==> src/rtl/key_cmd_pkg.sv <==
// Shared constants and types for the key command conditioner: channel indices,
// default 50 MHz cycle counts and the debounced key state encoding.
package key_cmd_pkg;

    localparam int CH_LEFT  = 0;
    localparam int CH_RIGHT = 1;
    localparam int CH_START = 2;
    localparam int NUM_CH   = 3;

    localparam int DEFAULT_DEBOUNCE_CYCLES = 500000;
    localparam int DEFAULT_REPEAT_CYCLES   = 25000000;

    typedef enum logic {
        KEY_RELEASED = 1'b0,
        KEY_PRESSED  = 1'b1
    } key_state_e;

endpackage

==> src/rtl/key_channel.sv <==
// One push-button channel: 2-flop synchroniser, debouncer, press strobe and,
// when KEY_AUTO_REPEAT_EN is defined and REPEAT_EN is set, a hold-to-repeat counter.
module key_channel
    import key_cmd_pkg::*;
#(
    parameter int DEBOUNCE_CYCLES = DEFAULT_DEBOUNCE_CYCLES,
    parameter int REPEAT_CYCLES   = DEFAULT_REPEAT_CYCLES,
    parameter bit REPEAT_EN       = 1'b1
) (
    input  logic clk,
    input  logic reset,
    input  logic key_n,
    output logic pressed,
    output logic event_o
);

    localparam int DW = $clog2(DEBOUNCE_CYCLES + 1);
    localparam logic [DW-1:0] DEB_LAST = DW'(DEBOUNCE_CYCLES - 1);

    logic       sync1_q, sync1_d;
    logic       sync2_q, sync2_d;
    key_state_e deb_q, deb_d;
    logic [DW-1:0] cnt_q, cnt_d;
    logic       event_q, event_d;
    logic       differ_s;
    logic       flip_s;
    logic       rep_evt_s;

    // Synchronise, debounce and form the press/repeat event strobe.
    always_comb begin
        sync1_d  = key_n;
        sync2_d  = sync1_q;
        differ_s = (~sync2_q) != (deb_q == KEY_PRESSED);
        flip_s   = differ_s && (cnt_q == DEB_LAST);
        deb_d    = deb_q;
        cnt_d    = {DW{1'b0}};
        if (flip_s) begin
            deb_d = (deb_q == KEY_PRESSED) ? KEY_RELEASED : KEY_PRESSED;
            cnt_d = {DW{1'b0}};
        end else if (differ_s) begin
            cnt_d = cnt_q + DW'(1);
        end else begin
            cnt_d = {DW{1'b0}};
        end
        event_d = (flip_s && (deb_q == KEY_RELEASED)) || rep_evt_s;
    end

`ifdef KEY_AUTO_REPEAT_EN
    if (REPEAT_EN) begin : g_repeat
        localparam int RW = $clog2(REPEAT_CYCLES + 1);
        localparam logic [RW-1:0] REP_LAST = RW'(REPEAT_CYCLES - 1);
        logic [RW-1:0] rep_q, rep_d;
        logic          rep_evt_d;

        // Count hold time; restarts on the press edge and whenever released.
        always_comb begin
            rep_d     = rep_q;
            rep_evt_d = 1'b0;
            if ((deb_q == KEY_RELEASED) || flip_s) begin
                rep_d = {RW{1'b0}};
            end else if (rep_q == REP_LAST) begin
                rep_d     = {RW{1'b0}};
                rep_evt_d = 1'b1;
            end else begin
                rep_d = rep_q + RW'(1);
            end
        end

        // Repeat counter state.
        always_ff @(posedge clk or negedge reset) begin
            if (!reset) begin
                rep_q <= {RW{1'b0}};
            end else begin
                rep_q <= rep_d;
            end
        end

        assign rep_evt_s = rep_evt_d;
    end else begin : g_no_repeat
        assign rep_evt_s = 1'b0;
    end
`else
    assign rep_evt_s = 1'b0;
`endif

    // Channel state registers; reset forces a fresh debounce from "released".
    always_ff @(posedge clk or negedge reset) begin
        if (!reset) begin
            sync1_q <= 1'b1;
            sync2_q <= 1'b1;
            deb_q   <= KEY_RELEASED;
            cnt_q   <= {DW{1'b0}};
            event_q <= 1'b0;
        end else begin
            sync1_q <= sync1_d;
            sync2_q <= sync2_d;
            deb_q   <= deb_d;
            cnt_q   <= cnt_d;
            event_q <= event_d;
        end
    end

    assign pressed = (deb_q == KEY_PRESSED);
    assign event_o = event_q;

endmodule

==> src/rtl/key_command_conditioner.sv <==
// Turns raw active-low DE1-SoC keys into pending left/right commands and a start pulse.
// Hold-to-repeat on left/right is built only when KEY_AUTO_REPEAT_EN is defined.
module key_command_conditioner
    import key_cmd_pkg::*;
#(
    parameter int DEBOUNCE_CYCLES = DEFAULT_DEBOUNCE_CYCLES,
    parameter int REPEAT_CYCLES   = DEFAULT_REPEAT_CYCLES
) (
    input  logic       clk,
    input  logic       reset,
    input  logic       key_left_n,
    input  logic       key_right_n,
    input  logic       key_start_n,
    input  logic       accept,
    output logic       left,
    output logic       right,
    output logic       start,
    output logic [2:0] held
);

    logic [NUM_CH-1:0] event_s;
    logic [NUM_CH-1:0] pressed_s;
    logic pend_l_q, pend_l_d;
    logic pend_r_q, pend_r_d;
    logic start_q, start_d;

    key_channel #(
        .DEBOUNCE_CYCLES(DEBOUNCE_CYCLES),
        .REPEAT_CYCLES  (REPEAT_CYCLES),
        .REPEAT_EN      (1'b1)
    ) u_left (
        .clk    (clk),
        .reset  (reset),
        .key_n  (key_left_n),
        .pressed(pressed_s[CH_LEFT]),
        .event_o(event_s[CH_LEFT])
    );

    key_channel #(
        .DEBOUNCE_CYCLES(DEBOUNCE_CYCLES),
        .REPEAT_CYCLES  (REPEAT_CYCLES),
        .REPEAT_EN      (1'b1)
    ) u_right (
        .clk    (clk),
        .reset  (reset),
        .key_n  (key_right_n),
        .pressed(pressed_s[CH_RIGHT]),
        .event_o(event_s[CH_RIGHT])
    );

    key_channel #(
        .DEBOUNCE_CYCLES(DEBOUNCE_CYCLES),
        .REPEAT_CYCLES  (REPEAT_CYCLES),
        .REPEAT_EN      (1'b0)
    ) u_start (
        .clk    (clk),
        .reset  (reset),
        .key_n  (key_start_n),
        .pressed(pressed_s[CH_START]),
        .event_o(event_s[CH_START])
    );

    // Pending command update: accept drops both, a new event overrides accept,
    // and left takes priority when both keys fire together.
    always_comb begin
        if (accept) begin
            pend_l_d = 1'b0;
            pend_r_d = 1'b0;
        end else begin
            pend_l_d = pend_l_q;
            pend_r_d = pend_r_q;
        end
        if (event_s[CH_LEFT]) begin
            pend_l_d = 1'b1;
        end else if (event_s[CH_RIGHT]) begin
            pend_r_d = 1'b1;
        end else begin
            pend_l_d = pend_l_d;
        end
        start_d = event_s[CH_START];
    end

    // Command registers.
    always_ff @(posedge clk or negedge reset) begin
        if (!reset) begin
            pend_l_q <= 1'b0;
            pend_r_q <= 1'b0;
            start_q  <= 1'b0;
        end else begin
            pend_l_q <= pend_l_d;
            pend_r_q <= pend_r_d;
            start_q  <= start_d;
        end
    end

    assign left  = pend_l_q;
    assign right = pend_r_q & ~pend_l_q;
    assign start = start_q;
    assign held  = pressed_s;

endmodule

==> config.mk <==
export PLATFORM = sky130hd
export DESIGN_NAME = key_command_conditioner
export DESIGN_NICKNAME = d
export VERILOG_FILES = /design/src/rtl/key_cmd_pkg.sv /design/src/rtl/key_channel.sv /design/src/rtl/key_command_conditioner.sv
export SDC_FILE = /design/constraint.sdc
export NUM_CORES = 1
export LEC_CHECK = 0
export CAP_MARGIN = 0
export CORE_ASPECT_RATIO = 1.4
export CORE_MARGIN = 2
export CORE_UTILIZATION = 65
export DETAILED_ROUTE_END_ITERATION = 16
export PLACE_DENSITY = 0.82
export SLEW_MARGIN = 30
export SYNTH_ARGS = -nofsm -noshare
export SYNTH_HDL_FRONTEND = slang
export SYNTH_SLANG_ARGS = --single-unit
==> constraint.sdc <==
create_clock -name clk -period 4.3 [get_ports clk]
set_clock_uncertainty 0.05 [all_clocks]
set_input_delay 1.29 -clock clk [delete_from_list [all_inputs] [get_ports clk]]
set_output_delay 1.29 -clock clk [all_outputs]
set_load 0.01 [all_outputs]
# Yosys cells after proc, flatten, opt, wreduce, memory -nomap -nowiden
# Index checks and enable logic that the tools add are counted.
# word_totals
register_bits,72
inputBits,6
out_inout_bits,6
wordCells,56
# classes
add_sub_neg,3
n_eq_ne,6
muxes,14
n_bitwise,8
n_reduce_logical,7
# op_table
cell,n
$mux 19,6
$add 19x1->19 const B,3
$eq 19x19->1 const B,3
$mux 1,8
$not 1->1,7
$logic_and 1x1->1,6
$ne 1x1->1,3
$reduce_bool 2->1,1
$and 1x1->1,1

# Longest topological paths before layout
# Gate-level depths: netlist (run 1).
# logic_depth
ltp_word,4
mapped_depth,5

# Cells and area by module
# From an unflattened synthesis (run 1), not the netlist that was laid out.
# unflattened
cells_unflattened,348
area_unflattened_um2,3898.7
# modules_own_cells
mod,n_inst,cells_each,area_each_um2,seq_area_each_um2
key_channel,3,113,1265.0,578.1
key_command_conditioner,1,9,103.8,75.1

# Least setup slack after synthesis (run 1)
# OpenSTA, ideal clock, no wires.
# synth_timing
path_type,reg2reg
from,reg u_left.cnt_q[6]
to,reg u_left.cnt_q[16]
setup_time_ns,0.119
arrival_time_ns,1.902
path_slack_ns,2.229
stages_incl_launch_ff,6
n_path_buf,1
cell_sequence,dfrtp_1 or4b_1 or4_4 o21ai_4 buf_6 nor2_1
# synth_via
elab_chain_len,3
word_cells_on_any_way,5
# synth_rtl
item,line,rtl
"start, declared",key_channel.sv:23,"logic [DW-1:0] cnt_q, cnt_d;"
"start signal, assigned",key_channel.sv:92,cnt_q <= {DW{1'b0}};
"start signal, assigned",key_channel.sv:98,cnt_q <= cnt_d;
$add 19x1->19 or $eq 19x19->1 (tied branches),"key_channel.sv:41, key_channel.sv:34",
$mux 19 or $logic_and 1x1->1 (tied branches),"key_channel.sv:40, key_channel.sv:34",
$mux 19 (*),key_channel.sv:37,if (flip_s) begin
net u_left.cnt_d[16],key_channel.sv:23,
# The timed path passes the listed nets; every way through them passes the cells marked *.
# A chain may end at the register's enable or synchronous reset.

# Worst setup path in the final report (run 1)
# layout_timing
from,reg pend_l_q (netlist: left)
to,out right
# layout_via
elab_chain_len,2
# layout_rtl
item,line,rtl
"start, declared",key_command_conditioner.sv:23,"logic pend_l_q, pend_l_d;"
"start signal, assigned",key_command_conditioner.sv:90,pend_l_q <= pend_l_d;
$not 1->1,key_command_conditioner.sv:97,assign right = pend_r_q & ~pend_l_q;
$and 1x1->1,key_command_conditioner.sv:97,
"end, declared",key_command_conditioner.sv:16,"output logic right,"
# No other way between the ends.

==> flow_summary.toml, run 1 <==
[timing]
maxSlewHeadroom_pct = 54.9
hold_slack_ns = 0.303
rsz0062_at_grt = "no"
max_freq_mhz = 368
hold_viol = 0
fin_ws_ns = 1.58
finalCritPeriodShare_pct = 63.2
slew_viol_final = 0
worstMarginPinSlew_ns = 0.677
period_minus_slack_ns = 2.72
finalSetupTns_ns = 0
setup_viol = 0

[cts]
cts_resized = 0
clockBufferDepth = 2
post_cts_buffers = 0
cts_tree = "yes"
cts.sinks = 72
clock-root-buffer = "clkbuf_8"
cts_made_buffers = 9
clock_latency_ns = 0.35
htreeDepth = 3
path_clk_slew_ns = 0.08
holdBufCountCts = 0

[synth]
yosysMostFrequentCell = "dfrtp_1"
synth_edf_count = 0
synthFlopType = "dfrtp_1"
syn_nets = 339
yosys_warnings = 0
syn_avg_cell_area_um2 = 10.3
synth_largest_area_cell = "dfrtp_1"
syn-cell-area_um2 = 3410
synthTopCellsByArea = "dfrtp_1 (48%), xnor2_1 (10%), nor2_1 (5.7%), dfstp_2 (4.6%), nand3_1 (2.6%)"
synth.distinct_cells = 39
synth-seq-cells = 72
synth-seq-area-share_pct = 53.0
synthCells = 330
synth.cells.most_frequent = "dfrtp_1 (66), nor2_1 (52), xnor2_1 (40)"
async_flop_share_pct = 100
synth_top_cell_area_share_pct = 48.4

[hold_path]
hold_path_class = "flip-flop to flip-flop"
whs_path_depth = 0

[global_route]
grt_max_degree = 46
grt_overflow_total = 0
grt_antenna_before_repair = 0
grt_pass1_wl_mm = 10.6
grt_use_total_pct = 23.2
grt_pass1_vias = 2455

[layout]
diodes = 0
top_regs = "u_left.cnt_q x19, u_right.cnt_q x19, u_start.cnt_q x19"
fin_nets = 357
nFillCells = 354
syn2layout_area_growth_pct = 11.1
drive_gt1_share_pct = 9.92

[setup_path]
ff2ff_path_depth = 4
required_ns = 2.96
start_kind = "flip-flop"
path_class = "flip-flop to output pin"
arrival_ns = 1.38
cp_max_fo = 3
worst_setup_path_end_kind = "output pin"

[flow_run]
drv_cap = 0

[detailed_routing]
vias = 2460
drt-initial-drc-count = 90
drtPass1Iterations = 5
vias_per_cell = 5.87
drc_errors = 0
wl_per_cell_um = 14.3
routed_wl_mm = 5.98
ant_nets = 0

[die]
die_y_um = 89.7
core-area_um2 = 5120
placementRows = 31
io_pins = 12
chipWidth_um = 65.2
dieArea_um2 = 5850
start_util_pct = 66.6

[placed_design]
place_congestion = 0.824
numPortBuffers = 11
pre_cts_slack_ns = 1.88
dp_hpwl_mm = 4.09

[pwr]
p_leak_nw = 1.46
ir_drop_v = 0.000404
power_density_nw_per_um2 = 350

[outcome]
status = "finished clean"
==> path summary, 6_finish.rpt <==
kind / start / slack, ns / end
min in group asynchronous: reset / 0.87 / u_left.cnt_q[16]
worst max register to register: u_left.cnt_q[6] / 2.03 / u_left.cnt_q[3]
worst max-delay path: left / 1.58 / right
worst min-delay path: u_start.sync1_q / 0.30 / u_start.sync2_q
worst min register to register: u_start.sync1_q / 0.30 / u_start.sync2_q
max in group asynchronous: reset / 2.66 / u_right.sync2_q
==> area by class of cell <==
type                       instances  area (µm²)  area share, %
sequential                        72        1810           47.7
timing repair buffer              13         123           3.24
tap                               66        82.6           2.18
clock inverter                     6        92.6           2.44
clock buffer                      10         128           3.37
multi-input combinational        236        1500           39.5
inverter                          16        60.1           1.58
==> per-stage QoR <==
step | util (%) | instance area (µm²) | cells | total power, mW
floorplan | - | 3410 | 330 | 0.732
global placement | 69.6 | 3560 | 403 | 0.754
detailed placement | 69.7 | 3570 | 403 | 0.757
CTS | 74.0 | 3790 | 419 | 1.34
global route | 74.0 | 3790 | 419 | 1.38
finish | 74.0 | 3790 | 419 | 1.33
==> where the power goes <==
| part | internal (mW) | switching (mW) |
|---|---|---|
| Combinational | 0.0141 | 0.0294 |
| Sequential | 0.689 | 0.0109 |
| Clock | 0.330 | 0.254 |
==> critical path, stage by stage (launching register included) <==
cell             delay (ns)
dfrtp_1                0.39
nor2b_1                0.11
clkdlybuf4s50_1        0.54
==> cells by family (layout without fill, tap and decap cells) <==
| logic type | count (synthesis) | in the layout | synth area share [%] |
|---|---|---|---|
| xor gates and xnor gates | 45 | 45 | 11.6 |
| buffers and inverters | 22 | 45 | 3.23 |
| and+or+nand+nor | 160 | 160 | 25.4 |
| adders and majority gates | 3 | 3 | 1.10 |
| AOI/OAI and AO/OA | 28 | 28 | 5.65 |
| DFF | 72 | 72 | 53.0 |
==> layout by cell type (no fill, tap or decap), drive strengths merged, types with 2 or more instances in the layout <==
cell type / synthesis / layout
nor2: 52 / 52
ha: 3 / 3
bufinv: 0 / 2
and2: 3 / 3
clkbuf: 0 / 10
nor4: 14 / 14
nor3: 12 / 12
clkdlybuf4s50: 0 / 10
o31ai: 8 / 8
a21oi: 8 / 8
or2: 3 / 3
nor4b: 2 / 2
xnor2: 40 / 40
nand4b: 2 / 2
dfstp: 6 / 6
clkinvlp: 0 / 2
xor2: 5 / 5
or3: 3 / 3
inv: 16 / 17
or4: 12 / 12
buf: 6 / 3
dfrtp: 66 / 66
or4b: 3 / 3
nand4: 15 / 15
nand3: 18 / 18
o21ai: 9 / 9
nand2: 15 / 15
==> layer usage <==
metal | up-vias | track usage (%) | routed length, µm
li1 | 1199 | - | -
met1 | 1197 | 27.9 | 2570
met2 | 44 | 38.6 | 3090
met3 | 20 | 5.38 | 166
met4 | 0 | 11.1 | 148
met5 | - | 0 | 0
(Power assumes the default switching activity.)
==> run 2, diff against run 1 <==
--- a/config.mk
+++ b/config.mk
@@ -8,9 +8,9 @@
 export CAP_MARGIN = 0
 export CORE_ASPECT_RATIO = 1.4
 export CORE_MARGIN = 2
-export CORE_UTILIZATION = 65
+export CORE_UTILIZATION = 60
 export DETAILED_ROUTE_END_ITERATION = 16
-export PLACE_DENSITY = 0.82
+export PLACE_DENSITY = 0.76
 export SLEW_MARGIN = 30
 export SYNTH_ARGS = -nofsm -noshare
 export SYNTH_HDL_FRONTEND = slang
==> constraint.sdc (replaced) <==
create_clock -name clk -period 2.7 [get_ports clk]
set_clock_uncertainty 0.05 [all_clocks]
set_input_delay 0.81 -clock clk [delete_from_list [all_inputs] [get_ports clk]]
set_output_delay 0.81 -clock clk [all_outputs]
set_load 0.01 [all_outputs]
==> flow_summary.toml, run 2 (same netlist as run 1, synthesis figures left out) <==
[pwr]
power_mw = 1.93
ir_drop_v = 0.000280
p_leak_nw = 1.44
power_density_nw_per_um2 = 512

[hold_path]
hold_path_class = "flip-flop to flip-flop"
min_delay_worst_endpoint = "start"
hold_path.startpoint = "u_start.event_o"
whs_path_depth = 0

[setup_path]
ff2ff_path_depth = 4
worstReg2RegEnd = "u_left.cnt_q[7]"
reg2reg_from = "u_left.cnt_q[6]"
required_ns = 2.86
crit_start = "u_left.cnt_q[6]"
cp_max_fo = 18
start_kind = "flip-flop"
path_class = "flip-flop to flip-flop"
arrival_ns = 2.44
worst_setup_path_end_kind = "flip-flop"
regToRegSetupSlack_ns = 0.41

[die]
core-area_um2 = 5490
die_y_um = 93.2
start_util_pct = 62.2
placementRows = 32
io_pins = 12
dieArea_um2 = 6310
chipWidth_um = 67.7

[detailed_routing]
drc_errors = 0
drt-initial-drc-count = 86
drtPass1Iterations = 4
vias = 2484
ant_nets = 0
vias_per_cell = 5.87
wl_per_cell_um = 14.4
routed_wl_mm = 6.10

[placed_design]
place_congestion = 0.851
dp_hpwl_mm = 4.14
numPortBuffers = 11
dpl.cell_count = 407

[cts]
cts_made_buffers = 9
htreeDepth = 3
clock_latency_ns = 0.35
post_cts_buffers = 0
cts.sinks = 72
clock-root-buffer = "clkbuf_8"
holdBufCountCts = 0
path_clk_slew_ns = 0.08
clockBufferDepth = 2
cts_resized = 0
cts_tree = "yes"

[global_route]
grt_pass1_wl_mm = 10.7
grt_overflow_total = 0
grt_max_degree = 35
grt_pass1_vias = 2458
grt_antenna_before_repair = 0
grt_use_total_pct = 22.6

[layout]
final_common_cell = "dfrtp_1"
final_cell_mix = "dfrtp_1 (66), nor2_1 (52), xnor2_1 (40)"
syn2layout_area_growth_pct = 10.4
fin_nets = 359
drive_gt1_share_pct = 10.1
diodes = 0
top_regs = "u_left.cnt_q x19, u_right.cnt_q x19, u_start.cnt_q x19"
stdcell_count = 423

[timing]
setup_viol = 0
worstMarginPinSlew_ns = 0.570
hold_viol = 0
hold_slack_ns = 0.308
slew_viol_final = 0
rsz0062_at_grt = "no"
finalSetupTns_ns = 0
maxSlewHeadroom_pct = 61.4
finalCritPeriodShare_pct = 84.7
max_freq_mhz = 437
period_minus_slack_ns = 2.29

[flow_run]
drv_cap = 0

[outcome]
status = "finished clean"
run 2: through the flow:
stage          utilization [%]  area (µm²)  setup slack, ns
4_1_cts                   68.7        3770            0.405
3_3_place_gp              65.5        3590            0.477
2_1_floorplan                -        3410            0.629
3_5_place_dp              65.5        3590            0.423
5_1_grt                   68.7        3770            0.307
6_report                  68.7        3770            0.413
run 2: power by group:
part	leakage (nW)	switching [mW]	internal (mW)
sequential	0.978	0.0166	1.10
clock	0.0789	0.408	0.336
combinational	0.388	0.0469	0.0249
total	1.44	0.472	1.46
run 2: worst max path at each step:
| stage | cells after the start | slack [ns] | end |
|---|---|---|---|
| final | 4 | 0.41 | u_left.cnt_q[7] |
| after global placement | 5 | 0.48 | u_start.cnt_q[18] |
| after global routing | 5 | 0.31 | u_start.cnt_q[18] |
| after floorplan | 5 | 0.63 | u_left.cnt_q[16] |
| after CTS | 4 | 0.40 | u_left.cnt_q[7] |
| after detailed placement | 4 | 0.42 | u_left.cnt_q[7] |
run 2: metal layers:
layer	track usage [%]	up-vias	part of all wire (%)
met5	0	-	0
met4	13.8	0	3.2
met3	3.61	17	2.5
met2	37.1	38	52
met1	27.0	1228	43
li1	-	1201	-
run 2: worst max-delay path, stage by stage, from the launching register on:
cell and delay (ns):
dfrtp_1 0.43, or4b_1 0.54, or4_4 0.59, o21ai_4 0.43, nor2_1 0.11
run 2: layout make-up:
| type | instances | area, µm² |
|---|---|---|
| inverters | 16 | 60.1 |
| repair buffers | 15 | 148 |
| fillers | 445 | 1720 |
| well taps | 68 | 85.1 |
| flip-flops and latches | 72 | 1810 |
| clock inverters | 6 | 45.0 |
| clock buffers | 10 | 128 |
| multi-input cells | 236 | 1490 |
==> run 3, diff against run 2 <==
--- a/config.mk
+++ b/config.mk
@@ -8,9 +8,9 @@
 export CAP_MARGIN = 0
 export CORE_ASPECT_RATIO = 1.4
 export CORE_MARGIN = 2
-export CORE_UTILIZATION = 60
+export CORE_UTILIZATION = 55
 export DETAILED_ROUTE_END_ITERATION = 16
-export PLACE_DENSITY = 0.76
+export PLACE_DENSITY = 0.74
 export SLEW_MARGIN = 30
 export SYNTH_ARGS = -nofsm -noshare
 export SYNTH_HDL_FRONTEND = slang
==> constraint.sdc (replaced) <==
create_clock -name clk -period 1.8 [get_ports clk]
set_clock_uncertainty 0.05 [all_clocks]
set_input_delay 0.54 -clock clk [delete_from_list [all_inputs] [get_ports clk]]
set_output_delay 0.54 -clock clk [all_outputs]
set_load 0.01 [all_outputs]
==> flow_summary.toml, run 3 (same netlist as run 1, synthesis figures left out) <==
[cts]
clockBufferDepth = 2
path_clk_slew_ns = 0.08
holdBufCountCts = 0
clock-root-buffer = "clkbuf_8"
htreeDepth = 3
clock_latency_ns = 0.35
cts_tree = "yes"
cts_made_buffers = 9
cts.sinks = 72

[setup_path]
crit_start = "u_left.cnt_q[6]"
cp_max_fo = 18
ff2ff_path_depth = 5
start_kind = "flip-flop"
required_ns = 1.98
worstReg2RegEnd = "u_left.cnt_q[5]"
path_delay_family = "simple AND/OR/NAND/NOR gates"
worst_setup_path_end_kind = "flip-flop"
cpPeakStageDelay_ns = 0.58
arrival_ns = 2.22
critical_path_buf_inv_count = 1
regToRegSetupSlack_ns = -0.24
crit_slowest_cell = "or4_4"
path_class = "flip-flop to flip-flop"
cp_cell_sequence = "or4b_1 > or4_4 > o21ai_4 > buf_12 > nor2_1"
reg2reg_from = "u_left.cnt_q[6]"

[detailed_routing]
vias_per_cell = 5.67
drt-initial-drc-count = 206
drtPass1Iterations = 4
routed_wl_mm = 7.64
ant_nets = 0
wl_per_cell_um = 15.8
vias = 2743
drc_errors = 0

[timing]
setup_viol = 40
finalSetupTns_ns = -7.81
hold_viol = 0
rsz0062_at_grt = "yes"
fin_ws_ns = -0.238
maxSlewHeadroom_pct = 69.4
worstMarginPinSlew_ns = 0.455
hold_slack_ns = 0.114
period_minus_slack_ns = 2.04
finalCritPeriodShare_pct = 113
slew_viol_final = 0
max_freq_mhz = 491

[layout]
post-route-util_pct = 74.9
stdcell_count = 484
top_regs = "u_left.cnt_q x19, u_right.cnt_q x19, u_start.cnt_q x19"
final_cell_mix = "dfrtp_1 (64), buf_4 (57), nor2_1 (52)"
final_common_cell = "dfrtp_1"
fin_nets = 419
drive_gt1_share_pct = 26.8
nFillCells = 428
syn2layout_area_growth_pct = 30.5
diodes = 0

[die]
chipWidth_um = 70.6
start_util_pct = 57.4
core-area_um2 = 5950
die_y_um = 97.2
dieArea_um2 = 6860
io_pins = 12
placementRows = 33

[flow_run]
drv_cap = 0

[global_route]
busiest_layer = "met2"
grt_pass1_wl_mm = 12.8
grt_max_degree = 47
grt_use_total_pct = 23.6
grt_pass1_vias = 2891
grt_overflow_total = 0
grt_use_met1_pct = 28.0
use_met3_pct = 4.77
grt_antenna_before_repair = 0
use_met2_pct = 40.1

[pwr]
power_mw = 3.33
p_leak_nw = 1.86
ir_drop_v = 0.000488
power_density_nw_per_um2 = 749

[placed_design]
dp_hpwl_mm = 5.07
dpl.cell_count = 463
numPortBuffers = 11
place_congestion = 0.882

[outcome]
status = "complete, but fails checks"
violations = "negative setup slack"

[hold_path]
hold_path_class = "primary input to async pin"
## run 3: cell types whose count changed in the layout (fill, tap and decap cells not counted), moves of 3 or more
| cell | change |
|---|---|
| nor4_4 | +3 |
| dlygate4sd2_1 | +6 |
| clkinvlp_4 | -3 |
| buf_4 | +54 |
| bufinv_16 | +3 |
| buf_12 | +4 |
| clkdlybuf4s50_1 | -6 |
| nor4_1 | -4 |
## run 3: metal layers
layer	up-vias	routed length (µm)	part of all wire, %
met5	-	0	0
met4	0	151	2.0
met3	15	256	3.4
met2	52	4130	54
met1	1359	3090	41
li1	1317	-	-
## run 3: area by class of cell
cell class	count	area [µm²]	share of cell area, %
Timing Repair Buffer	75	648	14.6
Clock buffer	9	124	2.78
Multi-Input combinational cell	236	1610	36.2
Sequential cell	72	1810	40.7
Inverter	16	60.1	1.35
Clock inverter	6	109	2.45
Tap cell	70	87.6	1.97
## run 3: timing repair
item / 4_1_cts / 5_1_grt
gates cloned: 0 / 0
endpoints found under the setup margin: 46 / 59
resized for setup: 9 / 15
pin swaps: 0 / 1
buffers inserted: 2 / 4
## run 3: report_power, final
part,switching [mW],internal [mW],total (mW)
combinational,0.0849,0.0686,0.154
clock,0.600,0.910,1.51
sequential,0.0251,1.65,1.67
## run 3: through the flow
stage | setup WS, ns | area [µm²]
floorplan | -0.255 | 3460
global placement | -0.162 | 4090
detailed placement | -0.204 | 4090
CTS | -0.218 | 4350
global route | -0.296 | 4450
finish | -0.238 | 4450
## run 3: how the worst max path moves through the flow
stage | end | slack [ns] | depth (start not counted)
2_1_floorplan | u_left.cnt_q[16] | -0.26 | 5
3_3_place_gp | u_left.cnt_q[15] | -0.16 | 5
3_5_place_dp | u_left.cnt_q[1] | -0.20 | 5
4_1_cts | u_left.cnt_q[5] | -0.22 | 5
5_1_grt | u_left.cnt_q[1] | -0.30 | 5
6_report | u_left.cnt_q[5] | -0.24 | 5
